==> config.mk <==
export PLATFORM = sky130hd
export DESIGN_NAME = move_digit_2d
export DESIGN_NICKNAME = d
export VERILOG_FILES = /design/src/rtl/move_digit_2d.sv
export SDC_FILE = /design/constraint.sdc
export NUM_CORES = 1
export LEC_CHECK = 0
export ABC_AREA = 1
export BUFFER_PORTS_ARGS = -buffer_cell sky130_fd_sc_hd__buf_2
export CORE_MARGIN = 3
export CORE_UTILIZATION = 59
export CTS_BUF_LIST = sky130_fd_sc_hd__clkbuf_4
export DETAILED_ROUTE_END_ITERATION = 10
export PLACE_DENSITY = 0.83
export SYNTH_ARGS = -nofsm -noshare
export SYNTH_HDL_FRONTEND = slang
export SYNTH_SLANG_ARGS = --single-unit
==> constraint.sdc <==
create_clock -name clk -period 3.1 [get_ports clk]
set_input_delay 0.155 -clock clk [delete_from_list [all_inputs] [get_ports clk]]
set_output_delay 0.155 -clock clk [all_outputs]
set_load 0.005 [all_outputs]
==> src/rtl/move_digit_2d.sv <==
// ============================================================================
//  Module      : move_digit_2d
//  Description : Animates one seven-segment digit across the OLED in a
//                horizontal, vertical or diagonal bounce (or hold), with its
//                own motion tick divider and a one-cycle bounce pulse.
//                Pixels are rendered combinationally per (px, py) query.
//  Revision    : 1.0 - initial release
// ============================================================================
`timescale 1ns/1ps
`default_nettype none

module move_digit_2d #(
  parameter int OLED_WIDTH      = 96,
  parameter int OLED_HEIGHT     = 64,
  parameter int DIGIT_WIDTH     = 16,
  parameter int DIGIT_HEIGHT    = 24,
  parameter int DIGIT_THICKNESS = 4,
  parameter int TICK_DIV        = 1800000,
  parameter int START_X         = 0,
  parameter int START_Y         = 20
) (
  input  logic        clk,
  input  logic        reset,
  input  logic        en,
  input  logic [1:0]  mode,
  input  logic [2:0]  step,
  input  logic [3:0]  value,
  input  logic [15:0] colour,
  input  logic [6:0]  px,
  input  logic [6:0]  py,
  output logic [15:0] pixel_data,
  output logic [6:0]  pos_x,
  output logic [6:0]  pos_y,
  output logic        bounce
);

  // Tick divider sizing; TICK_DIV >= 2 keeps the width at least one bit.
  localparam int                CNT_W     = $clog2(TICK_DIV);
  localparam logic [CNT_W-1:0]  TICK_LAST = CNT_W'(TICK_DIV - 1);

  // Travel bounds, clamped at zero when the digit fills the screen.
  localparam int XMAX_I = (OLED_WIDTH  > DIGIT_WIDTH)  ? OLED_WIDTH  - DIGIT_WIDTH  : 0;
  localparam int YMAX_I = (OLED_HEIGHT > DIGIT_HEIGHT) ? OLED_HEIGHT - DIGIT_HEIGHT : 0;
  localparam logic [7:0] XMAX = 8'(XMAX_I);
  localparam logic [7:0] YMAX = 8'(YMAX_I);

  // Segment geometry inside the digit box, in 8-bit local coordinates.
  localparam logic [7:0] W8   = 8'(DIGIT_WIDTH);
  localparam logic [7:0] H8   = 8'(DIGIT_HEIGHT);
  localparam logic [7:0] T8   = 8'(DIGIT_THICKNESS);
  localparam logic [7:0] HALF = 8'(DIGIT_HEIGHT / 2);
  localparam logic [7:0] G_LO = 8'(DIGIT_HEIGHT / 2 - DIGIT_THICKNESS / 2);
  localparam logic [7:0] G_HI = 8'(DIGIT_HEIGHT / 2 + DIGIT_THICKNESS / 2);
  localparam logic [7:0] R_LO = 8'(DIGIT_WIDTH - DIGIT_THICKNESS);
  localparam logic [7:0] D_LO = 8'(DIGIT_HEIGHT - DIGIT_THICKNESS);

  logic [CNT_W-1:0] tick_cnt;
  logic [7:0]       x_q;
  logic [7:0]       y_q;
  logic             x_neg;   // 1 = moving toward 0
  logic             y_neg;

  logic             tick;
  logic [7:0]       s;
  logic             x_act;
  logic             y_act;
  logic [9:0]       x_nxt;   // {hit, neg, pos}
  logic [9:0]       y_nxt;

  // One axis step: clamp to the bound and flip direction when it is reached
  // or passed. 8-bit arithmetic leaves headroom for pos + step.
  function automatic logic [9:0] axis_next(input logic [7:0] pos,
                                           input logic       neg,
                                           input logic [7:0] stp,
                                           input logic [7:0] bound);
    logic [7:0] sum;
    sum = pos + stp;
    if (!neg) begin
      if (sum >= bound) axis_next = {1'b1, 1'b1, bound};
      else              axis_next = {1'b0, 1'b0, sum};
    end else begin
      if (pos <= stp)   axis_next = {1'b1, 1'b0, 8'd0};
      else              axis_next = {1'b0, 1'b1, pos - stp};
    end
  endfunction

  assign tick  = en && (tick_cnt == TICK_LAST);
  assign s     = (step == 3'd0) ? 8'd1 : {5'd0, step};
  assign x_act = (mode == 2'b00) || (mode == 2'b10);
  assign y_act = (mode == 2'b01) || (mode == 2'b10);
  assign x_nxt = axis_next(x_q, x_neg, s, XMAX);
  assign y_nxt = axis_next(y_q, y_neg, s, YMAX);

  // Tick divider, position/direction state and the registered bounce pulse.
  always_ff @(posedge clk or negedge reset) begin
    if (!reset) begin
      tick_cnt <= '0;
      x_q      <= 8'(START_X);
      y_q      <= 8'(START_Y);
      x_neg    <= 1'b0;
      y_neg    <= 1'b0;
      bounce   <= 1'b0;
    end else begin
      if (en) begin
        tick_cnt <= tick ? '0 : tick_cnt + 1'b1;
      end
      if (tick && x_act) begin
        x_q   <= x_nxt[7:0];
        x_neg <= x_nxt[8];
      end
      if (tick && y_act) begin
        y_q   <= y_nxt[7:0];
        y_neg <= y_nxt[8];
      end
      // A corner hit merges into a single pulse.
      bounce <= tick && ((x_act && x_nxt[9]) || (y_act && y_nxt[9]));
    end
  end

  assign pos_x = x_q[6:0];
  assign pos_y = y_q[6:0];

  // ---------------------------------------------------------------- render
  logic [7:0] lx;
  logic [7:0] ly;
  logic       in_box;
  logic [6:0] seg_hit;   // {a,b,c,d,e,f,g} regions covering (lx, ly)
  logic [6:0] seg_lit;   // {a,b,c,d,e,f,g} lit for the current value

  assign lx     = {1'b0, px} - x_q;
  assign ly     = {1'b0, py} - y_q;
  assign in_box = ({1'b0, px} >= x_q) && ({1'b0, py} >= y_q) && (lx < W8) && (ly < H8);

  assign seg_hit[6] = (ly < T8);
  assign seg_hit[5] = (lx >= R_LO) && (ly < HALF);
  assign seg_hit[4] = (lx >= R_LO) && (ly >= HALF);
  assign seg_hit[3] = (ly >= D_LO);
  assign seg_hit[2] = (lx < T8) && (ly >= HALF);
  assign seg_hit[1] = (lx < T8) && (ly < HALF);
  assign seg_hit[0] = (ly >= G_LO) && (ly < G_HI);

  // Seven-segment decode; codes above 9 leave the digit blank.
  always_comb begin
    seg_lit = 7'b0000000;
    case (value)
      4'd0: seg_lit = 7'b1111110;
      4'd1: seg_lit = 7'b0110000;
      4'd2: seg_lit = 7'b1101101;
      4'd3: seg_lit = 7'b1111001;
      4'd4: seg_lit = 7'b0110011;
      4'd5: seg_lit = 7'b1011011;
      4'd6: seg_lit = 7'b1011111;
      4'd7: seg_lit = 7'b1110000;
      4'd8: seg_lit = 7'b1111111;
      4'd9: seg_lit = 7'b1111011;
      default: seg_lit = 7'b0000000;
    endcase
  end

  assign pixel_data = (in_box && |(seg_hit & seg_lit)) ? colour : 16'h0000;

endmodule

`default_nettype wire
==> flow_summary.ini, run 1 <==
[timing]
finalHoldViolCount = 0
tightest_slew_ns = 0.886
period_minus_slack_ns = 2.97
slew_headroom_pct = 40.9
fin_worst_skew_ns = 0.0266
min_period_over_period_pct = 95.7
finalMaxSlewViolations = 0
setup_viol = 0
holdWs_ns = 0.0692
fmax_ghz = 0.337

[setup_path]
cp-endpoint = pixel_data[12]
path_cells = inv_1 -> ha_2 -> a21oi_2 -> nand2_2 -> nand2_1 -> nand2_1 -> nand2_1 -> nand2_1 -> nor2_1 -> nand2_1 -> nor2_1 -> nand2_1 -> nand3_4 -> nand2_8 -> nor2_4 -> buf_2
critPathMaxStageDelay_ns = 0.44
critPathKind = reg -> out
path_common_cell = nand2_1
setup.worst_path.start = x_q[2]
worst_r2r_endpoint = x_q[0]
critPathLaunchType = flop
r2r_cells = 14
arrival_ns = 2.81
rrSetupSlack_ns = 0.38
critPathMaxFanout = 8
rr_startpoint = x_q[1]
cp_slowest_cell = dfrtp_1
worstPathRequired_ns = 2.94
critPathCaptureType = output port

[floorplanning]
die_height_um = 91.2
ios = 73
floorplan.initialDensity_pct = 62.0
coreArea_mm2 = 0.00691
die_x_um = 91.2
dieArea_mm2 = 0.00831
rows = 30

[clock_tree]
clock_sinks = 40
cts_tree = yes
cts_buffers = 5
htree_levels = 2
clk_path_buf_depth = 2
cts_root_buffer = clkbuf_4
clkSlewWorstSetupHoldPaths_ns = 0.13
insertion_delay_ns = 0.37

[yosys]
yosysSeqAreaShare_pct = 23.4
syn-num-nets = 718
yosysWarnings = 0
synth_area_per_cell_um2 = 6.72
synth_top_family_by_area = simple AND/OR/NAND/NOR gates
synth_flop_cell = dfrtp_1
synth.top_cells.by_area = dfrtp_1 22%, nand2_1 12%, inv_1 11%
muxShareOfSynthArea_pct = 0
synth-compound-area-share_pct = 12.3
synth_top_area_share_pct = 22.2
synth-simple-area-share_pct = 33.3
synth_cell_type_count = 46
ys_seq_elements = 40
synth_cells = 637
yosysTopAreaCell = dfrtp_1
async_reset_ff_share_pct = 100
synth_xor_area_share_pct = 4.68
synth_fa_ha_area_share_pct = 12.3
synth_edf_count = 0
synthesis.area_mm2 = 0.00428

[power]
internal_power_w = 0.000850
vdd_drop_max_mv = 0.294
powerDensity_mw_per_mm2 = 256
p_leak_nw = 2.64
seqPwrFrac_pct = 46.4
total_power_w = 0.00127
combPwrFrac_pct = 25.4
swShare_pct = 33.3
power_frac_clock_pct = 28.3
p_switching_w = 0.000425

[detailed_routing]
avgRoutedWirePerCell_um = 13.6
drtAntennaViolNets = 0
viasPerCell = 5.49
drt_drc_violations_left = 0
vias = 4485
wl_um = 11100
dr.pass1.iters = 5
first_iter_violations = 322

[finish]
final_area_mm2 = 0.00499
n_antenna_cell = 0
num-nets-final = 801
synthToLayoutAreaGrowth_pct = 16.5
n_fill_cell = 584
layout-drive-gt1-share_pct = 23.0

[global_routing]
antenna_found_initial = 0
grt_pass1_vias = 4329
track_usage_pct = 25.7
grt-ovfl-total = 0
grt_pass1_wl_um = 18000
grt_max_degree = 41

[job]
cap_viol_max_count = 0

[placement]
place_area_mm2 = 0.00464
routabilityCongestion = 0.970
place_hpwl_um = 8350
portBuffers = 72

[status]
status = complete, no violations

[hold_path]
hold_class = in -> reg
holdPathStages = 2
## cells in the mapped netlist, drive strengths merged (4+ instances only)
cell and number:
or2 4, buf 17, nand2 138, a21oi 39, nor2 81, a22oi 8, fa 5, nand4 15
dfrtp 38, ha 34, xor2 19, nor3 14, nand3 47, o21ai 27, inv 121
## layer usage
| metal | part of all wire (%) | GRT usage (%) | routed length (µm) | vias up |
|---|---|---|---|---|
| met5 | 0 | 0 | 0 | - |
| met4 | 3.1 | 10.1 | 344 | 0 |
| met3 | 7.2 | 4.06 | 797 | 41 |
| met2 | 51 | 46.0 | 5600 | 205 |
| met1 | 39 | 30.7 | 4330 | 2053 |
| li1 | - | - | - | 2186 |
## state kept, by name, indices dropped and copies added (netlist names)
name	count
tick_cnt	21
x_q	8
y_q	8
bounce	1
x_neg	1
y_neg	1
## worst max-delay path: cells and delay by family (launching register included)
kind	cells	cell delay (ns)
simple gates	12	1.29
flops	1	0.44
fa+ha+maj	1	0.32
buf+inv	2	0.22
compound gates	1	0.17
## how the worst min path moves through the flow
stage	startpoint	end
after floorplan	reset	bounce
after global placement	reset	x_q[5]
after detailed placement	reset	x_q[6]
after CTS	en	tick_cnt[0]
after global routing	en	tick_cnt[0]
final	en	tick_cnt[0]
## cell families after synthesis
kind of cell	after synthesis
and+or+nand+nor	305
buffers and inverters	140
AOI/OAI and AO/OA	91
DFF	40
adders and majority gates	39
xor gates and xnor gates	22
## power groups by stage
stage	Sequential, W	Clock [W]	Combinational, W
3_3_place_gp	0.000599	0	0.000286
3_5_place_dp	0.000601	0	0.000298
4_1_cts	0.000591	0.000360	0.000309
2_1_floorplan	0.000594	0	0.000212
5_1_grt	0.000597	0.000383	0.000365
6_report	0.000591	0.000360	0.000323
## placed cells by master (no fill, tap or decap), drive strengths merged, types with 3 or more instances in the layout
cell type  instances
a21boi             3
a21oi             39
a22oi              8
buf               92
clkbuf             5
dfrtp             38
fa                 5
ha                34
inv              121
nand2            139
nand3             47
nand4             15
nor2              81
nor3              14
o21ai             27
o21bai             3
or2                4
xnor2              3
xor2              19
## layout make-up
cell class | instances | area, µm² | share of cell area, %
Clock inverter | 3 | 42.5 | 0.853
Multi-Input combinational cell | 458 | 2800 | 56.1
Tap cell | 96 | 120 | 2.41
Inverter | 122 | 458 | 9.18
Sequential cell | 40 | 1010 | 20.3
Timing Repair Buffer | 93 | 520 | 10.4
Clock buffer | 5 | 37.5 | 0.752
## through the flow
step                setup TNS (ns)  instances  utilization [%]  worst slack (ns)
floorplan                        0        637                -             0.705
global placement                 0        789             67.1             0.422
detailed placement               0        789             67.1             0.309
CTS                              0        800             69.4           0.00669
global route                -0.243        817             72.2           -0.0298
finish                           0        817             72.2             0.133
## what timing repair did
action                                 in CTS  in global routing
setup endpoints to repair                  16                 16
hold buffers                                1                  0
endpoints found under the hold margin      38                  0
pin swaps                                   3                  8
setup buffers                               1                 17
gates resized for setup                     7                 31
gates cloned                                1                  0
Note: power is estimated with default switching activity, not from simulation.
==> run 2: changes to the inputs <==
==> constraint.sdc (replaced) <==
create_clock -name clk -period 3.1 [get_ports clk]
set_input_delay 0.62 -clock clk [delete_from_list [all_inputs] [get_ports clk]]
set_output_delay 0.62 -clock clk [all_outputs]
set_load 0.005 [all_outputs]
==> run 2 against run 1 <==
Effect of this change:
- fmax is 12% lower
- sequential power hardly changed
- clock skew is 0.013 ns lower
- first-iteration DRC count is 18% lower
- sequential cell count stayed put
- the flow now finishes with violations (negative setup slack)
- non-clock buffer count is 15 higher
- sequential share of layout area is 0.65 points lower
- via count is 0.25% lower
- cell area is 2.5% higher
- register-to-register slack better by 0.08 ns
- highest routed layer unchanged
==> flow_summary.ini, run 2 (synthesis results as in run 1) <==
[timing]
setup_ws_ns = -0.265
min_period_over_period_pct = 109
period_minus_slack_ns = 3.36
setup_viol = 16
fin_setup_tns_ns = -3.94
rsz0062_at_grt = yes
fmax_ghz = 0.297
finalMaxSlewViolations = 0
tightest_slew_ns = 0.891
fin_worst_skew_ns = 0.0140
finalHoldViolCount = 0
slew_headroom_pct = 40.6

[setup_path]
critPathKind = reg -> out
arrival_ns = 2.74
critPathMaxFanout = 6
critPathMaxStageDelay_ns = 0.58
critPathLaunchType = flop
worstPathRequired_ns = 2.48
critPathCaptureType = output port
rr_startpoint = y_q[0]
path_cells = inv_4 -> ha_4 -> buf_4 -> nand2_1 -> nor2_1 -> nand2_1 -> nand3_2 -> nand2_1 -> nand2_2 -> nor2_2 -> nand3_2 -> nand2_1 -> nand2_1 -> nand2_1 -> nand3_2 -> nand2_4 -> buf_12 -> nor2_4 -> buf_2
cp_top_family = simple AND/OR/NAND/NOR gates
worst_r2r_endpoint = y_q[1]
cp_num_buf_inv = 4
cp_slowest_cell = dfstp_2
path_common_cell = nand2_1
r2r_cells = 13
rrSetupSlack_ns = 0.46

[detailed_routing]
dr_wl_met2_um = 5570
drtAntennaViolNets = 0
wl_met3_um = 713
first_iter_violations = 263
top_layer_used = met4
avgRoutedWirePerCell_um = 13.0
viasPerCell = 5.38
dr.pass1.iters = 5
drt_drc_violations_left = 0
vias = 4474
wl_um = 10800
drt-met1-wl_um = 4330

[floorplanning]
ios = 73
floorplan.initialDensity_pct = 62.0
rows = 30
die_x_um = 91.2
die_height_um = 91.2
dieArea_mm2 = 0.00831
coreArea_mm2 = 0.00691

[clock_tree]
cts_buffers = 5
insertion_delay_ns = 0.36
clk_path_buf_depth = 2
clock_sinks = 40
clkSlewWorstSetupHoldPaths_ns = 0.13
cts_root_buffer = clkbuf_4
cts_tree = yes
htree_levels = 2

[status]
status = finished with violations
violations = negative setup slack

[global_routing]
grt_pass1_vias = 4320
grt_max_degree = 41
antenna_found_initial = 0
track_usage_pct = 26.6
grt-ovfl-total = 0
grt_pass1_wl_um = 18500

[power]
powerDensity_mw_per_mm2 = 250
internal_power_w = 0.000860
p_switching_w = 0.000417
power_frac_clock_pct = 27.7
p_leak_nw = 2.75
swShare_pct = 32.7
seqPwrFrac_pct = 46.3
combPwrFrac_pct = 26.0
vdd_drop_max_mv = 0.266

[finish]
top_register = tick_cnt
num-nets-final = 815
reg_top3 = tick_cnt x21, x_q x8, y_q x8
final_cell_mix = 125 x nand2_1, 117 x inv_1, 72 x buf_2, 59 x nor2_1, 43 x nand3_1
final_area_mm2 = 0.00511
synthToLayoutAreaGrowth_pct = 19.5
n_antenna_cell = 0
post-route-util_pct = 74.1
layout-drive-gt1-share_pct = 24.4
final_common_cell = nand2_1
largest_reg_flops = 21

[placement]
routabilityCongestion = 0.974
place_area_mm2 = 0.00488
place_hpwl_um = 8470
portBuffers = 72

[hold_path]
hold_class = in -> async

[job]
cap_viol_max_count = 0
-- run 2: changes by cell type in the layout (fill, tap and decap cells not counted), sizes merged --
cell,before,now
nand2,139,138
buf,92,108
dlygate4sd3,1,0
-- run 2: what timing repair did --
action                                  CTS  global route
pin swaps                                12             3
hold endpoints to repair                  0             0
buffers inserted                          3             0
endpoints found under the setup margin   16            16
resized for setup                        24            12
hold buffers                              0             0
-- run 2: worst max-delay path by stage --
stage / end / start / cells past startpoint / slack [ns]
global route: pixel_data[8] / y_q[2] / 17 / -0.48
detailed placement: pixel_data[8] / py[0] / 21 / -0.31
finish: pixel_data[8] / y_q[2] / 19 / -0.26
floorplan: pixel_data[10] / py[0] / 19 / 0.05
global placement: pixel_data[13] / py[0] / 21 / -0.24
CTS: pixel_data[8] / y_q[2] / 15 / -0.23
-- run 2: power groups by stage --
stage               logic (W)  clock network [W]  registers, W
floorplan            0.000212                  0      0.000594
CTS                  0.000325           0.000361      0.000591
detailed placement   0.000314                  0      0.000600
finish               0.000332           0.000353      0.000592
global placement     0.000301                  0      0.000600
global route         0.000382           0.000383      0.000598
-- run 2: layout make-up --
class | count | area [µm²]
inverters | 122 | 460
multi-input cells | 457 | 2790
clock inverters | 3 | 42.5
flip-flops and latches | 40 | 1000
well taps | 96 | 120
repair buffers | 108 | 659
clock buffers | 5 | 37.5
fillers | 568 | 1790
-- run 2: stage by stage --
step / setup WS [ns] / hold WS (ns) / total power, W / std cells
CTS: -0.229 / 0.387 / 0.00128 / 831
finish: -0.265 / 0.365 / 0.00128 / 831
global placement: -0.238 / 0.482 / 0.000901 / 820
global route: -0.484 / 0.399 / 0.00136 / 831
floorplan: 0.0501 / 0.324 / 0.000806 / 637
detailed placement: -0.315 / 0.489 / 0.000914 / 820
-- run 2: metal layers --
layer | vias up | global-route usage (%)
met2 | 195 | 48.5
met4 | 0 | 8.54
met3 | 29 | 4.56
met5 | - | 0
met1 | 2023 | 31.4
li1 | 2227 | -
-- run 2: worst register-to-register path, cell delays in order (launching register included) --
cell	delay, ns
dfrtp_1	0.41
buf_4	0.16
ha_1	0.17
inv_1	0.05
fa_1	0.40
nor2_1	0.10
o21ai_0	0.16
nor3_1	0.23
xor2_1	0.11
nor2_1	0.17
nand2_1	0.10
nor2_1	0.28
nand2_1	0.10
a22oi_1	0.15
==> run 3: changes to the inputs <==
--- a/config.mk
+++ b/config.mk
@@ -5,13 +5,13 @@
 export SDC_FILE = /design/constraint.sdc
 export NUM_CORES = 1
 export LEC_CHECK = 0
-export ABC_AREA = 1
 export BUFFER_PORTS_ARGS = -buffer_cell sky130_fd_sc_hd__buf_2
 export CORE_MARGIN = 3
 export CORE_UTILIZATION = 59
 export CTS_BUF_LIST = sky130_fd_sc_hd__clkbuf_4
 export DETAILED_ROUTE_END_ITERATION = 10
 export PLACE_DENSITY = 0.83
+export SETUP_SLACK_MARGIN = 0.05
 export SYNTH_ARGS = -nofsm -noshare
 export SYNTH_HDL_FRONTEND = slang
 export SYNTH_SLANG_ARGS = --single-unit
==> constraint.sdc (replaced) <==
create_clock -name clk -period 3.1 [get_ports clk]
set_input_delay 0.62 -clock clk [delete_from_list [all_inputs] [get_ports clk]]
set_output_delay 0.62 -clock clk [all_outputs]
set_load 0.01 [all_outputs]
==> run 3 against run 2 <==
Effect of this change:
- the run still ends with negative setup slack left
- sequential power is 0.7% lower
- global-route usage up 1.8 points
- core utilization increased by 6.2 points
- sequential cell count stayed put
- clock skew shrank 0.0017 ns
- synthesized area down 2.5%
- synthesized cell count down 21%
- worst hold slack improved by 0.0082 ns
- critical path depth shrank 6
- sequential share of layout area fell by 1.3 points
- critical endpoint unchanged
==> flow_summary.ini, run 3 <==
[timing]
finalMaxSlewViolations = 0
slew_headroom_pct = 38.9
setup_ws_ns = -0.869
min_period_over_period_pct = 128
period_minus_slack_ns = 3.97
tightest_slew_ns = 0.917
rsz0062_at_grt = yes
setup_viol = 16
fin_worst_skew_ns = 0.0124
fmax_ghz = 0.252
finalHoldViolCount = 0

[placement]
portBuffers = 72
place_hpwl_um = 8730
routabilityCongestion = 0.921
place_area_mm2 = 0.00508

[power]
p_leak_nw = 2.50
vdd_drop_max_mv = 0.260
total_power_w = 0.00133
powerDensity_mw_per_mm2 = 242

[clock_tree]
clock_sinks = 40
cts_buffers = 5
htree_levels = 2
insertion_delay_ns = 0.36
cts_tree = yes
clkSlewWorstSetupHoldPaths_ns = 0.13
cts_root_buffer = clkbuf_4
clk_path_buf_depth = 2

[floorplanning]
die_height_um = 90.1
dieArea_mm2 = 0.00812
floorplan.initialDensity_pct = 61.1
die_x_um = 90.1
coreArea_mm2 = 0.00683
ios = 73
rows = 30

[setup_path]
arrival_ns = 3.35
critPathKind = reg -> out
worst_r2r_endpoint = y_q[5]
cp_num_buf_inv = 5
cp_slowest_cell = dfstp_2
cp_top_family = compound AO/OA/AOI/OAI gates
rr_startpoint = y_q[0]
critPathCaptureType = output port
critPathMaxStageDelay_ns = 0.58
rrSetupSlack_ns = 0.07
critPathMaxFanout = 6
critPathLaunchType = flop
path_cells = inv_2 -> ha_4 -> buf_6 -> a211oi_4 -> o21bai_2 -> a21oi_4 -> xnor2_4 -> or4_4 -> a311oi_4 -> buf_6 -> clkbuf_16 -> a211oi_2 -> buf_2
r2r_cells = 13
path_common_cell = buf_6
worstPathRequired_ns = 2.48

[finish]
final_area_mm2 = 0.00548
num-nets-final = 715
layout-drive-gt1-share_pct = 35.4
reg_top3 = tick_cnt x21, x_q x8, y_q x8
final_cell_mix = 78 x buf_4, 71 x buf_2, 47 x o21ai_0, 38 x dfrtp_1
top_register = tick_cnt
synthToLayoutAreaGrowth_pct = 31.3
n_antenna_cell = 0
largest_reg_flops = 21
final_common_cell = buf_4

[yosys]
yosysMostFrequentCell = o21ai_0
syn-num-nets = 587
yosysWarnings = 0
async_reset_ff_share_pct = 100
synth_cells = 506
synthesis.area_mm2 = 0.00418
synth_area_per_cell_um2 = 8.25
ys_seq_elements = 40
synth_top_area_share_pct = 22.8
synth_cell_type_count = 80
synth_edf_count = 0
synth.top_cells.by_area = dfrtp_1 23%, ha_1 10%, o21ai_0 6.4%
yosysSeqAreaShare_pct = 24.0
yosysTopAreaCell = dfrtp_1
ys_top_cells_by_count = 53 x o21ai_0, 39 x inv_1, 38 x dfrtp_1, 37 x nor2_1, 36 x nand2_1
synth_flop_cell = dfrtp_1

[global_routing]
grt_pass1_vias = 4307
track_usage_pct = 28.3
grt-ovfl-total = 0
antenna_found_initial = 0
grt_max_degree = 41
grt_pass1_wl_um = 19400

[job]
cap_viol_max_count = 0

[status]
status = finished with violations
violations = negative setup slack

[hold_path]
hold_class = in -> async

[detailed_routing]
dr.pass1.iters = 6
first_iter_violations = 302
avgRoutedWirePerCell_um = 16.8
vias = 4439
viasPerCell = 6.07
drtAntennaViolNets = 0
wl_um = 12300
drt_drc_violations_left = 0
==> run 3: worst max path at each step <==
stage,startpoint,depth (start not counted),slack (ns),end
final,y_q[2],13,-0.87,pixel_data[8]
after global routing,y_q[2],13,-1.01,pixel_data[8]
after CTS,y_q[0],12,-0.78,pixel_data[15]
after detailed placement,py[0],14,-0.83,pixel_data[15]
after global placement,py[0],15,-0.74,pixel_data[0]
after floorplan,py[0],12,-0.54,pixel_data[11]
==> run 3: logic make-up after synthesis <==
group | share of synthesized area [%]
DFF | 24.0
buffers and inverters | 9.05
AOI/OAI and AO/OA | 28.3
adders and majority gates | 12.6
xor gates and xnor gates | 4.79
and+or+nand+nor | 19.7
muxes | 1.50
==> run 3: timing repair <==
item / in CTS / in global routing
setup buffers: 4 / 4
hold buffers: 0 / 0
endpoints found under the setup margin: 17 / 24
cloned: 0 / 1
gates resized for setup: 22 / 27
pin swaps: 4 / 10
==> run 3: metrics by stage <==
stage                     hold slack (ns)  util [%]  worst slack (ns)  TNS, ns  instances
final                               0.374      80.3            -0.869   -13.70        731
after global routing                0.438      80.3             -1.01   -15.97        731
after CTS                           0.403      77.9            -0.783   -12.32        726
after detailed placement            0.479      74.3            -0.829   -14.95        714
after global placement              0.468      74.3            -0.740   -12.26        714
after floorplan                     0.324         -            -0.544    -8.18        506
==> run 3: report_power, final <==
| group | leakage, nW | switching, W | internal [W] |
|---|---|---|---|
| clock | 0.0428 | 0.000188 | 0.000169 |
| sequential | 0.536 | 0.0000342 | 0.000554 |
| combinational | 1.92 | 0.000199 | 0.000185 |
==> run 3: routing by layer <==
layer	part of all wire (%)	wire length, µm	GRT usage (%)
met2	52	6350	52.6
met4	2.3	285	8.55
met5	0	0	0
met1	39	4840	33.1
met3	6.4	779	4.77
==> run 3: area by class of cell <==
| type | count | area [µm²] |
|---|---|---|
| multi-input combinational | 389 | 3070 |
| clock inverter | 3 | 42.5 |
| inverter | 42 | 170 |
| sequential | 40 | 1000 |
| timing repair buffer | 156 | 1040 |
| fill | 430 | 1350 |
| clock buffer | 5 | 37.5 |
| tap | 96 | 120 |
